$ cat config.mk
export PLATFORM = sky130hd
export DESIGN_NAME = pe_mb
export DESIGN_NICKNAME = d
export VERILOG_FILES = /design/src/rtl/pe_mb.sv
export SDC_FILE = /design/constraint.sdc
export NUM_CORES = 1
export LEC_CHECK = 0
export BUFFER_PORTS_ARGS = -buffer_cell sky130_fd_sc_hd__buf_4
export CORE_ASPECT_RATIO = 0.7
export CORE_MARGIN = 8
export CORE_UTILIZATION = 56
export CTS_CLUSTER_DIAMETER = 40
export CTS_CLUSTER_SIZE = 14
export DETAILED_ROUTE_END_ITERATION = 6
export GPL_TIMING_DRIVEN = 0
export PLACE_DENSITY_LB_ADDON = 0.12
export REMOVE_ABC_BUFFERS = 1
export SYNTH_ARGS = -nofsm -noshare
export SYNTH_HDL_FRONTEND = slang
export SYNTH_SLANG_ARGS = --single-unit
$ cat constraint.sdc
create_clock -name clk -period 9.2 [get_ports clk]
set_input_delay 0.46 -clock clk [delete_from_list [all_inputs] [get_ports clk]]
set_output_delay 0.46 -clock clk [all_outputs]
set_load 0.03 [all_outputs]
$ cat src/rtl/pe_mb.sv
// pe_mb - systolic processing element with a pending-weight queue.
//
// Multiplies the west activation by the effective weight and adds the north
// partial sum; the result leaves south one cycle later. Weights travel
// north->south and are "eaten" (accept dropped) by the row whose ROW_ID
// matches pe_index_in, landing in a WBUF_DEPTH-deep pending queue. A switch
// token pops the queue head into the active weight register; that cycle's
// MAC already uses the popped weight.
//
// Ports
//   clk, rst            clock, asynchronous active-high reset
//   pe_enabled          column enable; low clears all state on the next edge
//   pe_valid_in         west: activation valid
//   pe_switch_in        west: activate next pending weight
//   pe_input_in         west: signed activation
//   pe_accept_w_in      north: weight stream valid
//   pe_weight_in        north: signed weight
//   pe_index_in         north: target row of the weight
//   pe_psum_in          north: signed partial sum
//   pe_*_out            registered south/east copies (psum_out = MAC result)
//   pe_wbuf_count       number of pending weights after the edge
//   pe_err              sticky {saturation, switch underflow, load overflow}
module pe_mb #(
  parameter int ROW_ID               = 0,
  parameter int SYSTOLIC_ARRAY_WIDTH = 16,
  parameter int DATA_WIDTH_IN        = 8,
  parameter int DATA_WIDTH_ACCUM     = 32,
  parameter int WBUF_DEPTH           = 2,
  parameter int SATURATE             = 0,
  localparam int IW = $clog2(SYSTOLIC_ARRAY_WIDTH),
  localparam int CW = $clog2(WBUF_DEPTH + 1)
) (
  input  logic                        clk,
  input  logic                        rst,
  input  logic                        pe_enabled,
  input  logic                        pe_valid_in,
  input  logic                        pe_switch_in,
  input  logic                        pe_accept_w_in,
  input  logic [DATA_WIDTH_IN-1:0]    pe_weight_in,
  input  logic [IW-1:0]               pe_index_in,
  input  logic [DATA_WIDTH_ACCUM-1:0] pe_psum_in,
  input  logic [DATA_WIDTH_IN-1:0]    pe_input_in,
  output logic [DATA_WIDTH_IN-1:0]    pe_weight_out,
  output logic [IW-1:0]               pe_index_out,
  output logic [DATA_WIDTH_ACCUM-1:0] pe_psum_out,
  output logic                        pe_accept_w_out,
  output logic [DATA_WIDTH_IN-1:0]    pe_input_out,
  output logic                        pe_valid_out,
  output logic                        pe_switch_out,
  output logic [CW-1:0]               pe_wbuf_count,
  output logic [2:0]                  pe_err
);

  localparam int DW = DATA_WIDTH_IN;
  localparam int A  = DATA_WIDTH_ACCUM;
  localparam int P  = 2 * DATA_WIDTH_IN;
  localparam int PW = (WBUF_DEPTH > 1) ? $clog2(WBUF_DEPTH) : 1;

  localparam logic [A-1:0] SAT_MAX = {1'b0, {(A-1){1'b1}}};
  localparam logic [A-1:0] SAT_MIN = {1'b1, {(A-1){1'b0}}};

  // Pending-weight storage; contents need no reset because head/count
  // decide which entries are meaningful.
  logic [DW-1:0] wbuf_mem [WBUF_DEPTH];

  logic [DW-1:0] active_reg;
  logic [PW-1:0] head_reg, tail_reg;
  logic [CW-1:0] count_reg;

  logic          load, full, pop_ok, push_ok, overflow, underflow;
  logic [DW-1:0] w_eff;
  logic [P-1:0]  product;
  logic [A:0]    sum_ext;
  logic [A-1:0]  sum_res;
  logic          clamp;

  function automatic logic [PW-1:0] ptr_inc(input logic [PW-1:0] p);
    return (p == PW'(WBUF_DEPTH - 1)) ? '0 : p + 1'b1;
  endfunction

  // Queue control. The pop sees the pre-edge count, so a push into a full
  // queue survives when a pop happens in the same cycle, and a pop from an
  // empty queue underflows even if a push lands alongside it.
  always_comb begin
    load      = pe_accept_w_in && (pe_index_in == IW'(ROW_ID));
    full      = (count_reg == CW'(WBUF_DEPTH));
    pop_ok    = pe_switch_in && (count_reg != '0);
    underflow = pe_switch_in && (count_reg == '0);
    overflow  = load && full && !pop_ok;
    push_ok   = load && !overflow;
    w_eff     = pop_ok ? wbuf_mem[head_reg] : active_reg;
  end

  // MAC with one guard bit so signed overflow is visible in the top two bits.
  always_comb begin
    product = P'($signed(pe_input_in) * $signed(w_eff));
    sum_ext = {{(A + 1 - P){product[P-1]}}, product}
            + {pe_psum_in[A-1], pe_psum_in};
    clamp   = 1'b0;
    sum_res = sum_ext[A-1:0];
    if (SATURATE != 0) begin
      if (sum_ext[A:A-1] == 2'b01) begin
        clamp   = 1'b1;
        sum_res = SAT_MAX;
      end else if (sum_ext[A:A-1] == 2'b10) begin
        clamp   = 1'b1;
        sum_res = SAT_MIN;
      end
    end
  end

  // One register per queue slot, written when it is the tail of a push.
  generate
    for (genvar gi = 0; gi < WBUF_DEPTH; gi++) begin : g_wbuf
      always_ff @(posedge clk) begin
        if (push_ok && (tail_reg == PW'(gi))) begin
          wbuf_mem[gi] <= pe_weight_in;
        end
      end
    end
  endgenerate

  always_ff @(posedge clk or posedge rst) begin
    if (rst) begin
      active_reg      <= '0;
      head_reg        <= '0;
      tail_reg        <= '0;
      count_reg       <= '0;
      pe_err          <= '0;
      pe_weight_out   <= '0;
      pe_index_out    <= '0;
      pe_psum_out     <= '0;
      pe_accept_w_out <= 1'b0;
      pe_input_out    <= '0;
      pe_valid_out    <= 1'b0;
      pe_switch_out   <= 1'b0;
    end else if (!pe_enabled) begin
      active_reg      <= '0;
      head_reg        <= '0;
      tail_reg        <= '0;
      count_reg       <= '0;
      pe_err          <= '0;
      pe_weight_out   <= '0;
      pe_index_out    <= '0;
      pe_psum_out     <= '0;
      pe_accept_w_out <= 1'b0;
      pe_input_out    <= '0;
      pe_valid_out    <= 1'b0;
      pe_switch_out   <= 1'b0;
    end else begin
      pe_weight_out   <= pe_weight_in;
      pe_index_out    <= pe_index_in;
      pe_input_out    <= pe_input_in;
      pe_valid_out    <= pe_valid_in;
      pe_switch_out   <= pe_switch_in;
      // A matching weight is consumed here even when the queue drops it.
      pe_accept_w_out <= pe_accept_w_in && !load;
      pe_psum_out     <= pe_valid_in ? sum_res : '0;

      if (pop_ok) begin
        active_reg <= wbuf_mem[head_reg];
        head_reg   <= ptr_inc(head_reg);
      end
      if (push_ok) begin
        tail_reg <= ptr_inc(tail_reg);
      end
      if (push_ok && !pop_ok) begin
        count_reg <= count_reg + 1'b1;
      end else if (pop_ok && !push_ok) begin
        count_reg <= count_reg - 1'b1;
      end

      pe_err <= pe_err | {clamp && pe_valid_in, underflow, overflow};
    end
  end

  assign pe_wbuf_count = count_reg;

endmodule

Word level (Yosys, flattened, before mapping) --
Memories as Yosys holds them, arrays and structs flattened. Index checks and enable logic that the tools add are counted.
Word-level totals: output and inout port bits 60, RAM bits 16, bits of input ports 58, memories kept 1, logic and storage cells 71, register bits 70
Cells by class: multiply operators 1, $add $sub $neg 5, bitwise gates (word level) 2, reduce and logical (&&, ||, !) cells 19, mux-type cells 27, equality and inequality tests 4
Memories:
- wbuf_mem | depth 2, bits a word 8, read ports 1, clocked after memory_dff 0, write ports 1, line 64 | logic [DW-1:0] wbuf_mem [WBUF_DEPTH];
Operators with widths (count):
- 32-bit 2-to-1 mux | 2
- 8-bit 2-to-1 mux | 5
- 16-bit by 32-bit adder with 32-bit output | 1
- 8-bit by 8-bit multiplier with 16-bit output | 1
- 1-bit 2-to-1 mux | 15
- 1-bit logical AND | 11
- 8-bit OR reduction | 1
- 2-bit 2-to-1 mux | 3
- 1-bit logical NOT | 4
- 4-bit logical NOT | 1
- 4-bit 2-to-1 mux | 1
- 2-bit by 1-bit inequality test with 1-bit output (second input constant) | 2
- 3-bit 2-to-1 mux | 1
- 3-bit by 1-bit inequality test with 1-bit output (second input constant) | 1
- 3-bit by 2-bit bitwise OR with 3-bit output | 1
- 1-bit adder (second input constant) | 2
- 2-bit by 1-bit adder with 2-bit output (second input constant) | 1
- 2-bit == test (second input constant) | 1
- 2-bit logical NOT | 1
- 2-bit nonzero test | 1
- 2-bit by 1-bit subtractor with 2-bit output (second input constant) | 1
- 1-bit NOT | 1

Depth between registers and ports, before layout --
Gate-level depths: netlist of the first run.
depth after elaboration 11, mapped depth 24, gate-level depth less buffers 22

Worst setup path after synthesis of the first run --
No wires, ideal clock.
path kind reg-to-reg, from register count_reg[1] (netlist: pe_wbuf_count[1]), to register pe_psum_out[19], required time 9.068 ns, clock period less this slack 6.797 ns, arrival time 6.665 ns, path buffers 1, setup slack 2.403 ns, cell stages (with the launch flop) 22, setup time 0.132 ns, cells stage by stage dfrtp_1 > clkbuf_1 > o21ai_2 > o21ai_1 > and2_1 > inv_1 > fa_1 > inv_1 > fa_1 > fa_1 > fa_1 > inv_1 > fa_1 > inv_1 > ha_1 > nand3_1 > nand2_2 > o21a_2 > a211oi_1 > o21ai_0 > xnor2_1 > nor2_1
On the way: word-level cells in the longest chain between the ends 7
Ends and longest elaborated chain:
- start, declared | line 68 | logic [CW-1:0] count_reg;
- start signal, assigned | line 168 | count_reg <= count_reg + 1'b1;
- start signal, assigned | line 170 | count_reg <= count_reg - 1'b1;
- 2-bit nonzero test | line 87 | pop_ok = pe_switch_in && (count_reg != '0);
- 1-bit logical AND | line 87
- 8-bit 2-to-1 mux
- 8-bit by 8-bit multiplier with 16-bit output | line 96 | product = P'($signed(pe_input_in) * $signed(w_eff));
- 16-bit by 32-bit adder with 32-bit output | line 98 | + {pe_psum_in[A-1], pe_psum_in};
- 32-bit 2-to-1 mux | line 158 | pe_psum_out <= pe_valid_in ? sum_res : '0;
- 32-bit 2-to-1 mux | line 137 | end else if (!pe_enabled) begin
- end signal, assigned | line 158
- end, declared | line 45 | output logic [DATA_WIDTH_ACCUM-1:0] pe_psum_out,
No other way between the ends. A chain may end at the register's enable or synchronous reset.

Worst setup path after layout of the first run --
from register count_reg[1] (netlist: pe_wbuf_count[1]), to register pe_psum_out[26]
The elaborated chain is that of the path after synthesis.

==> metrics.md, run 1 <==
| Metric | Value |
|---|---|
| Remaining design rule violation count | 0 |
| Unrepaired setup endpoints after global routing | false |
| Vias in the first global route | 6602 |
| Wire length of the first global-routing pass | 33600 um |
| Leakage power of the design | 5.00 nW |
| Max-slew violation count | 0 |
| CTS Buf Count | 9 |
| Detail Route met2 WL | 8860 um |
| First-pass detailed-route iteration total | 5 |
| Die Ht | 119 um |
| Fraction of layout instances using a drive strength above 1 | 0.176 |
| Routed met1 length | 9150 um |
| Outcome | completed |
| Post-layout instance count excluding filler cells | 1082 |
| GP Congestion | 0.861 |
| Worst clock skew | 7.32 ps |
| Initial core utilization | 0.575 |
| Total detailed-routing wirelength | 19400 um |
| Final critical-path required period | 7370 ps |
| Largest stage delay on the critical path | 720 ps |
| Count of nets left with antenna violations after detail routing | 0 |
| Kind of cell adding the most delay to the critical path | adder cells |
| Largest net degree at the start of global routing | 70 |
| Via count | 5846 |
| Routed length on met3 | 1290 um |
| Slew at the pin with the worst max-slew slack | 1070 ps |
| Synth cell types | 66 |
| Placeable core region | 14800 um2 |
| Tightest slew margin relative to the limit | 0.289 |
| Flop and latch count out of synthesis | 85 |
| Commonest non-fill, non-tap cell in the layout | fa_1 |
| Total global routing overflow | 0 |
| Clock transition at the registers of the reported paths | 70 ps |
| Power Total | 1.03 mW |
| Total routing resource utilization after global routing | 0.214 |
| Number of fill cells | 1148 |
| Power density relative to cell area | 105 nW/um2 |
| Critical path's most frequent cell | fa_1 |
| Number of H-tree branching levels | 3 |
| Largest voltage drop on the vdd net | 0.0000878 V |
| Hold crit path type | input port to async pin |
| # setup viols final | 0 |
| Post-DR wirelength/cell | 18.0 um |
| Period utilisation layout | 0.801 |
| Sequential share of power | 0.391 |
| Clock network latency to the later pin of the worst-skew pair | 340 ps |
| Synthesis warning total | 0 |
| Mean instance size in the synthesized netlist | 11.0 um2 |
| Number of top-level pins | 118 |
| Count of flip-flops with a built-in enable after synthesis | 16 |
| Sort of element at the start of the critical path | register |
| Placed instance count | 1066 |
| Final HPWL DP | 15500 um |
| Highest metal layer with signal wires | met4 |
| Hold bufs inserted after CTS | 0 |
| Area of all sequential standard cells | 2210 um2 |
| Number of antenna violations at the first check in global routing | 0 |
| Area of the die | 19400 um2 |
| Sw Ratio | 0.328 |
| TritonCTS clock tree | built |
| Maximum fanout along the worst path | 17 |
| Hold Fails Final Rpt | 0 |
| Register with the most flip-flops | pe_psum_out |
| Clock tree sinks | 85 |
| Most instantiated flip-flop cell in the synthesis netlist | dfrtp_1 |
| Largest register FFs | 32 |
| Synth area leaders | fa_1, dfrtp_1, ha_1 |
| Largest registers | pe_psum_out x32, wbuf_mem x16 |
| Ordered list of cells on the worst path | o21ai_2 > nor2_1 > a21oi_1 > nand2b_1 > fa_1 > fa_1 > inv_1 > fa_1 > fa_1 > ha_1 > ha_1 > a21oi_1 > o21ai_0 > a221oi_1 > o31ai_2 > xnor2_1 > nor2_1 |
| Clk root buf | clkbuf_16 |
| Number of setup buffers added after CTS | 0 |
| Commonest cells after routing, fill and taps aside | fa_1, buf_4, inv_1 |
| # diodes | 0 |
| Number of buffers and inverters on the critical path | 1 |
| Sequential-to-total area share from yosys stat | 0.260 |
| Crit-path slowest cell | a21oi_1 |
| IO buf count | 116 |
| Fraction of registers with async set/reset | 0.812 |
| Share of power burned in the clock network | 0.354 |
| Post-layout nets | 1146 |
| Total negative slack for setup checks | 0 ps |
| Leading area contributor after synthesis | fa_1 |
| Number of placement rows | 37 |
| Combinational share of power | 0.256 |
| Data required time at the worst endpoint | 9400 ps |
| Kind of end point of the critical path | register |
| Number of max-cap violations | 0 |
| Routed via count divided by cell count | 5.40 |
| Cell area after synthesis | 8500 um2 |
| Post-Synthesis Cells | 770 |
| Arrival @ worst endpoint | 7570 ps |
| Setup CP Type | register to register |
| Detailed Route Iter0 Violations | 350 |
| Width of the chip | 163 um |
| Area of the multi-input gates | 5810 um2 |
| CTS resizes | 0 |
| Portion of synthesized cell area occupied by the leading cell type | 0.320 |
| Synthesis-to-layout area growth | 15.6% |
| FMAX | 136 MHz |
| Internal power of the cells | 0.693 mW |
| Switching power | 0.338 mW |
| CTS max path bufs | 2 |
-- final timing paths --
check                      cells after the start             start         endpoint  slack [ps]
min in group clk                               1   pe_weight_in[0]   wbuf_mem[0][0]         310
max reg2reg                                   17  pe_wbuf_count[1]  pe_psum_out[26]        1830
max                                           17  pe_wbuf_count[1]  pe_psum_out[26]        1830
max in group asynchronous                      2               rst  pe_psum_out[12]        8300
min reg2reg                                    1         pe_err[1]        pe_err[1]         510
min                                            2               rst  pe_psum_out[30]         290
-- cell type report --
type / instances / area share
clock buffer: 10 / 0.0233
multi-input combinational: 564 / 0.592
sequential: 85 / 0.225
clock inverter: 6 / 0.00586
tap: 195 / 0.0248
timing repair buffer: 116 / 0.0887
inverter: 106 / 0.0408
-- metal layers --
layer,global-route usage,vias up
met2,0.323,157
met4,0.0354,0
li1,-,2721
met3,0.0616,19
met5,0,-
met1,0.307,2949
-- worst reg2reg max path, stage by stage (launching register included) --
cell      delay [ps]
dfrtp_1          480
o21ai_2          560
nor2_1           130
a21oi_1          720
nand2b_1         330
fa_1             560
fa_1             600
inv_1            640
fa_1             570
fa_1             440
ha_1             280
ha_1             390
a21oi_1          580
o21ai_0          200
a221oi_1         340
o31ai_2          130
xnor2_1          210
nor2_1            70
-- kinds of logic after synthesis --
group,share of synthesized area
and+or+nand+nor,0.129
AOI/OAI and AO/OA,0.0948
xor gates and xnor gates,0.0268
muxes,0.00942
adders and majority gates,0.423
other,0.000441
buffers and inverters,0.0565
DFF,0.260
-- power groups by stage --
stage	sequential [mW]	clock (mW)	combinational, mW
3_5_place_dp	0.411	0	0.262
4_1_cts	0.403	0.371	0.265
2_1_floorplan	0.439	0	0.137
6_report	0.403	0.365	0.264
3_3_place_gp	0.410	0	0.257
5_1_grt	0.405	0.388	0.293
-- through the flow --
| stage | cell area [um2] | utilization | hold slack (ps) | setup slack, ps |
|---|---|---|---|---|
| CTS | 9820 | 0.665 | 297 | 1840 |
| global route | 9820 | 0.665 | 295 | 1340 |
| detailed placement | 9530 | 0.646 | 481 | 1910 |
| global placement | 9530 | 0.645 | 479 | 1440 |
| finish | 9820 | 0.665 | 287 | 1830 |
| floorplan | 8420 | - | 559 | 2300 |
-- synthesized netlist by cell type, types with 4 or more instances --
library cell  number
and2_1            40
a21oi_1           34
clkbuf_1           6
a21o_1            11
nand3_1            6
nor2b_1           27
a211oi_1           4
ha_1              70
fa_1             136
buf_2              4
and3_1             9
nor2_1            48
nand4_1            4
xor2_1             8
xnor2_1           18
nand2_1           41
nor3_1             8
nand2b_1           9
o21ai_0           20
o21a_1             5
edfxtp_1          16
o21ai_1            6
o21bai_1           6
mux2i_1            8
dfrtp_1           69
inv_1            106
Power figures use the tool's default switching activity.
==> run 2, diff against run 1 <==
CORE_UTILIZATION = 54   (was 56)
clock period = 6.1 ns   (was 9.2 ns; I/O delays follow)
==> run 2 against run 1 <==
Against the previous run: register-to-register slack got worse by 1600 ps; clock skew increased by 1.4 ps; sequential cell count unchanged; final area is 6.3% higher; global-route usage shrank 0.68 points; critical path type unchanged; critical endpoint is now pe_psum_out[31]; largest power group unchanged.
==> metrics.md, run 2 (synthesis gave the netlist of run 1 again) <==
| Metric | Value |
|---|---|
| Tightest slew margin relative to the limit | 0.517 |
| Area of the multi-input gates | 6040 um2 |
| Final HPWL DP | 15700 um |
| Via count | 6024 |
| Placed instance count | 1072 |
| # setup viols final | 0 |
| Number of fill cells | 1200 |
| Wire length of the first global-routing pass | 33600 um |
| Area of all sequential standard cells | 2210 um2 |
| Number of antenna violations at the first check in global routing | 0 |
| Worst clock skew | 8.76 ps |
| Largest voltage drop on the vdd net | 0.000130 V |
| Hold Fails Final Rpt | 0 |
| Largest registers | pe_psum_out x32, wbuf_mem x16 |
| Maximum fanout along the worst path | 8 |
| TritonCTS clock tree | built |
| Setup CP Type | register to register |
| IO buf count | 116 |
| Arrival @ worst endpoint | 6180 ps |
| Minimum setup slack after placement | -1200 ps |
| # diodes | 0 |
| Commonest cells after routing, fill and taps aside | buf_4, fa_1, inv_1 |
| CTS Buf Count | 9 |
| Leakage power of the design | 5.25 nW |
| FMAX | 169 MHz |
| Clock network latency to the later pin of the worst-skew pair | 340 ps |
| Number of H-tree branching levels | 3 |
| Data required time at the worst endpoint | 6370 ps |
| Vias in the first global route | 6576 |
| Period utilisation layout | 0.969 |
| Clock transition at the registers of the reported paths | 70 ps |
| Total negative slack for setup checks | 0 ps |
| Total global routing overflow | 0 |
| Kind of end point of the critical path | register |
| Number of placement rows | 38 |
| Detailed Route Iter0 Violations | 415 |
| Clk root buf | clkbuf_16 |
| Final critical-path required period | 5910 ps |
| Start point of the critical path | pe_wbuf_count[0] |
| Number of max-cap violations | 0 |
| Post-layout nets | 1188 |
| Width of the chip | 166 um |
| Total detailed-routing wirelength | 20000 um |
| CTS max path bufs | 2 |
| Largest net degree at the start of global routing | 44 |
| Routed via count divided by cell count | 5.34 |
| Fraction of layout instances using a drive strength above 1 | 0.251 |
| Critical register-to-register path startpoint | pe_wbuf_count[0] |
| Max-slew violation count | 0 |
| Number of top-level pins | 118 |
| Initial core utilization | 0.550 |
| Power density relative to cell area | 150 nW/um2 |
| Clock tree sinks | 85 |
| Outcome | completed |
| Area of the die | 20100 um2 |
| Sort of element at the start of the critical path | register |
| First-pass detailed-route iteration total | 5 |
| Commonest non-fill, non-tap cell in the layout | buf_4 |
| Count of nets left with antenna violations after detail routing | 0 |
| Hold crit path type | input port to async pin |
| Total routing resource utilization after global routing | 0.207 |
| Post-layout worst setup margin | 189 ps |
| GP Congestion | 0.890 |
| Die Ht | 121 um |
| Placeable core region | 15500 um2 |
| Post-layout instance count excluding filler cells | 1129 |
| Final design instance area without fill | 10400 um2 |
| Largest register FFs | 32 |
| Remaining design rule violation count | 0 |
| Final-layout worst hold slack | 30.8 ps |
| Post-DP Area | 9560 um2 |
| Slew at the pin with the worst max-slew slack | 722 ps |
| Synthesis-to-layout area growth | 22.9% |
| Register with the most flip-flops | pe_psum_out |
| Post-DR wirelength/cell | 17.7 um |
-- run 2: layout make-up --
| type | instances | area share |
|---|---|---|
| clock buffer | 10 | 0.0219 |
| sequential | 85 | 0.212 |
| timing repair buffer | 155 | 0.118 |
| clock inverter | 6 | 0.00659 |
| multi-input combinational | 567 | 0.579 |
| tap | 200 | 0.0240 |
| inverter | 106 | 0.0392 |
-- run 2: where the power goes --
part           total [mW]  internal, mW  leakage, nW  switching, mW
Clock               0.548         0.321        0.144          0.227
Sequential          0.609         0.601         1.06        0.00854
Combinational       0.409         0.164         4.05          0.245
-- run 2: final timing paths --
kind                                         to  slack, ps  depth (start not counted)
worst min register to register        pe_err[1]        500                          1
max in group asynchronous       pe_psum_out[14]       5420                          3
worst max-delay path            pe_psum_out[31]        190                         19
min in group clk                 wbuf_mem[0][2]        160                          1
worst min-delay path              pe_switch_out         30                          2
worst max register to register  pe_psum_out[31]        190                         19
-- run 2: repair_timing --
| action | CTS | global route |
|---|---|---|
| setup buffers | 19 | 19 |
| setup endpoints to repair | 25 | 15 |
| hold buffers | 0 | 0 |
| resized for setup | 26 | 25 |
| pin swaps | 5 | 20 |
| cloned | 3 | 0 |
-- run 2: per-stage QoR --
step / util / total power, mW
floorplan: - / 0.869
CTS: 0.656 / 1.57
global route: 0.676 / 1.64
global placement: 0.617 / 1.01
detailed placement: 0.619 / 1.01
finish: 0.676 / 1.57
-- run 2: routing by layer --
metal  share of wire  vias up  GRT usage
met1            0.46     3053      0.292
met5               0        -          0
met4          0.0090        0     0.0289
met3           0.072       19     0.0562
li1                -     2812          -
met2            0.46      140      0.325
-- run 2: worst max-delay path, cell delays in order, from the launching register on --
cell        delay, ps
dfrtp_2           490
o21ai_4           280
nor2_1            140
a21oi_4           290
nand2b_4          230
fa_2              510
fa_2              620
clkinvlp_4        100
buf_4             160
fa_1              490
fa_1              420
ha_1              290
ha_1              380
a21o_1            260
a31oi_2           260
nand2_1           120
a2111oi_4         300
o21ai_1           140
a211o_1           280
o21ai_2            50
==> run 3, diff against run 2 <==
CORE_UTILIZATION = 40   (was 54)
==> run 3 against run 2 <==
Against the previous run: via count shrank 0.15%; maximum frequency is essentially flat; clock-buffer cell count shrank 1; largest cell class unchanged; global-route usage shrank 4.2 points; critical endpoint is now pe_psum_out[26]; critical path depth grew 1; clock skew grew 4.1 ps; critical path type unchanged.
==> metrics.md, run 3 (synthesis gave the netlist of run 1 again) <==
| Metric | Value |
|---|---|
| Data required time at the worst endpoint | 6310 ps |
| Final critical-path required period | 5910 ps |
| Crit-path slowest cell | fa_2 |
| Largest voltage drop on the vdd net | 0.000169 V |
| Wire length of the first global-routing pass | 34200 um |
| Clk root buf | clkbuf_16 |
| CTS Buf Count | 9 |
| Synthesis-to-layout area growth | 27.0% |
| Start point of the critical path | pe_wbuf_count[0] |
| Area of the die | 26200 um2 |
| Slack of the worst reg-to-reg path | 190 ps |
| Number of H-tree branching levels | 3 |
| Number of buffers and inverters on the critical path | 5 |
| Via count | 6015 |
| Width of the chip | 190 um |
| Hold Fails Final Rpt | 0 |
| Largest stage delay on the critical path | 640 ps |
| Ordered list of cells on the worst path | o21ai_4 > buf_6 > buf_12 > a21oi_4 > buf_12 > nand2b_2 > fa_2 > fa_2 > clkinvlp_4 > buf_12 > fa_1 > fa_1 > ha_1 > ha_1 > a21oi_2 > o21ai_0 > a221oi_1 > o31ai_4 > xnor2_1 > nor2_1 |
| Largest register FFs | 32 |
| Sw Ratio | 0.335 |
| Clock network latency to the later pin of the worst-skew pair | 350 ps |
| Post-DR wirelength/cell | 17.5 um |
| # setup viols final | 0 |
| Final design instance area without fill | 10800 um2 |
| Clock transition at the registers of the reported paths | 80 ps |
| # diodes | 0 |
| Max-slew violation count | 0 |
| Total negative slack for setup checks | 0 ps |
| Number of placement rows | 44 |
| Routed via count divided by cell count | 4.93 |
| Sequential share of power | 0.382 |
| Kind of end point of the critical path | register |
| Sort of element at the start of the critical path | register |
| Slew at the pin with the worst max-slew slack | 754 ps |
| Register with the most flip-flops | pe_psum_out |
| Fraction of layout instances using a drive strength above 1 | 0.270 |
| GP Congestion | 0.806 |
| Worst clock skew | 12.9 ps |
| Power Total | 1.59 mW |
| TritonCTS clock tree | built |
| FMAX | 169 MHz |
| Leakage power of the design | 5.35 nW |
| Post-DP Area | 9680 um2 |
| Initial core utilization | 0.408 |
| Kind of cell adding the most delay to the critical path | adder cells |
| Unrepaired setup endpoints after global routing | true |
| Share of power burned in the clock network | 0.357 |
| Internal power of the cells | 1.06 mW |
| Total detailed-routing wirelength | 21400 um |
| Minimum setup slack after placement | -1240 ps |
| IO buf count | 116 |
| Clock tree sinks | 85 |
| Critical R2R Capture | pe_psum_out[26] |
| First-pass detailed-route iteration total | 5 |
| Crit. path cell count | 20 |
| Number of max-cap violations | 0 |
| Commonest cells after routing, fill and taps aside | buf_4, fa_1, inv_1 |
| Area of all sequential standard cells | 2210 um2 |
| Setup CP Type | register to register |
| Switching power | 0.534 mW |
| Vias in the first global route | 6267 |
| Post-layout nets | 1204 |
| Period utilisation layout | 0.969 |
| Number of antenna violations at the first check in global routing | 1 |
| Tightest slew margin relative to the limit | 0.496 |
| Largest net degree at the start of global routing | 44 |
| Number of fill cells | 1909 |
| Detailed Route Iter0 Violations | 308 |
| Commonest non-fill, non-tap cell in the layout | buf_4 |
| Count of nets left with antenna violations after detail routing | 0 |
| Power density relative to cell area | 148 nW/um2 |
| Maximum fanout along the worst path | 12 |
| Placeable core region | 20800 um2 |
| Hold crit path type | input port to register |
| Remaining design rule violation count | 0 |
| CTS max path bufs | 2 |
| Total routing resource utilization after global routing | 0.166 |
| Die Ht | 138 um |
| Post-layout worst setup margin | 189 ps |
| Largest registers | pe_psum_out x32, wbuf_mem x16 |
| Critical register-to-register path startpoint | pe_wbuf_count[0] |
| Total global routing overflow | 0 |
| Number of top-level pins | 118 |
| Outcome | completed |
| Critical path endpoint | pe_psum_out[26] |
| Critical path's most frequent cell | buf_12 |
| R2R depth | 20 |
| Combinational share of power | 0.262 |
| Final HPWL DP | 16000 um |
| Arrival @ worst endpoint | 6120 ps |
| Area of the multi-input gates | 6050 um2 |
==> run 3: worst min-delay path by stage <==
stage | from | end | cells after the start
after floorplan | pe_weight_in[0] | wbuf_mem[0][0] | 0
after global placement | pe_err[1] | pe_err[1] | 1
after detailed placement | rst | pe_psum_out[29] | 2
after CTS | pe_weight_in[1] | wbuf_mem[1][1] | 1
after global routing | pe_weight_in[1] | wbuf_mem[0][1] | 1
final | pe_weight_in[1] | wbuf_mem[1][1] | 1
==> run 3: power groups by stage <==
stage	logic, mW	clock network [mW]	registers (mW)
3_3_place_gp	0.398	0	0.620
6_report	0.417	0.569	0.608
2_1_floorplan	0.207	0	0.662
4_1_cts	0.410	0.585	0.609
3_5_place_dp	0.400	0	0.620
5_1_grt	0.467	0.607	0.610
==> run 3: area by class of cell <==
type	count	share of cell area
multi-input cells	567	0.561
flip-flops and latches	85	0.205
repair buffers	171	0.136
inverters	106	0.0381
well taps	276	0.0320
clock buffers	9	0.0209
clock inverters	7	0.00730
==> run 3: routing by layer <==
layer / GRT usage / up-vias / wire length, um
met5: 0 / - / 0
met4: 0.0185 / 0 / 102
met3: 0.0460 / 9 / 1480
met2: 0.227 / 138 / 8500
met1: 0.260 / 3026 / 11300
li1: - / 2842 / -
==> run 3: what timing repair did <==
action                                 in CTS  in global routing
endpoints found under the hold margin      26                  0
hold buffers                                1                  0
gates cloned                                1                  3
pin swaps                                   7                 16
setup buffers                              19                 32
resized for setup                          26                 35
setup endpoints to repair                  23                 18
==> run 3: through the flow <==
| step | utilization | hold WS, ps | cells |
|---|---|---|---|
| finish | 0.519 | 143 | 1221 |
| global route | 0.519 | 124 | 1221 |
| CTS | 0.495 | 131 | 1186 |
| detailed placement | 0.465 | 326 | 1149 |
| global placement | 0.463 | 489 | 1147 |
| floorplan | - | 404 | 755 |
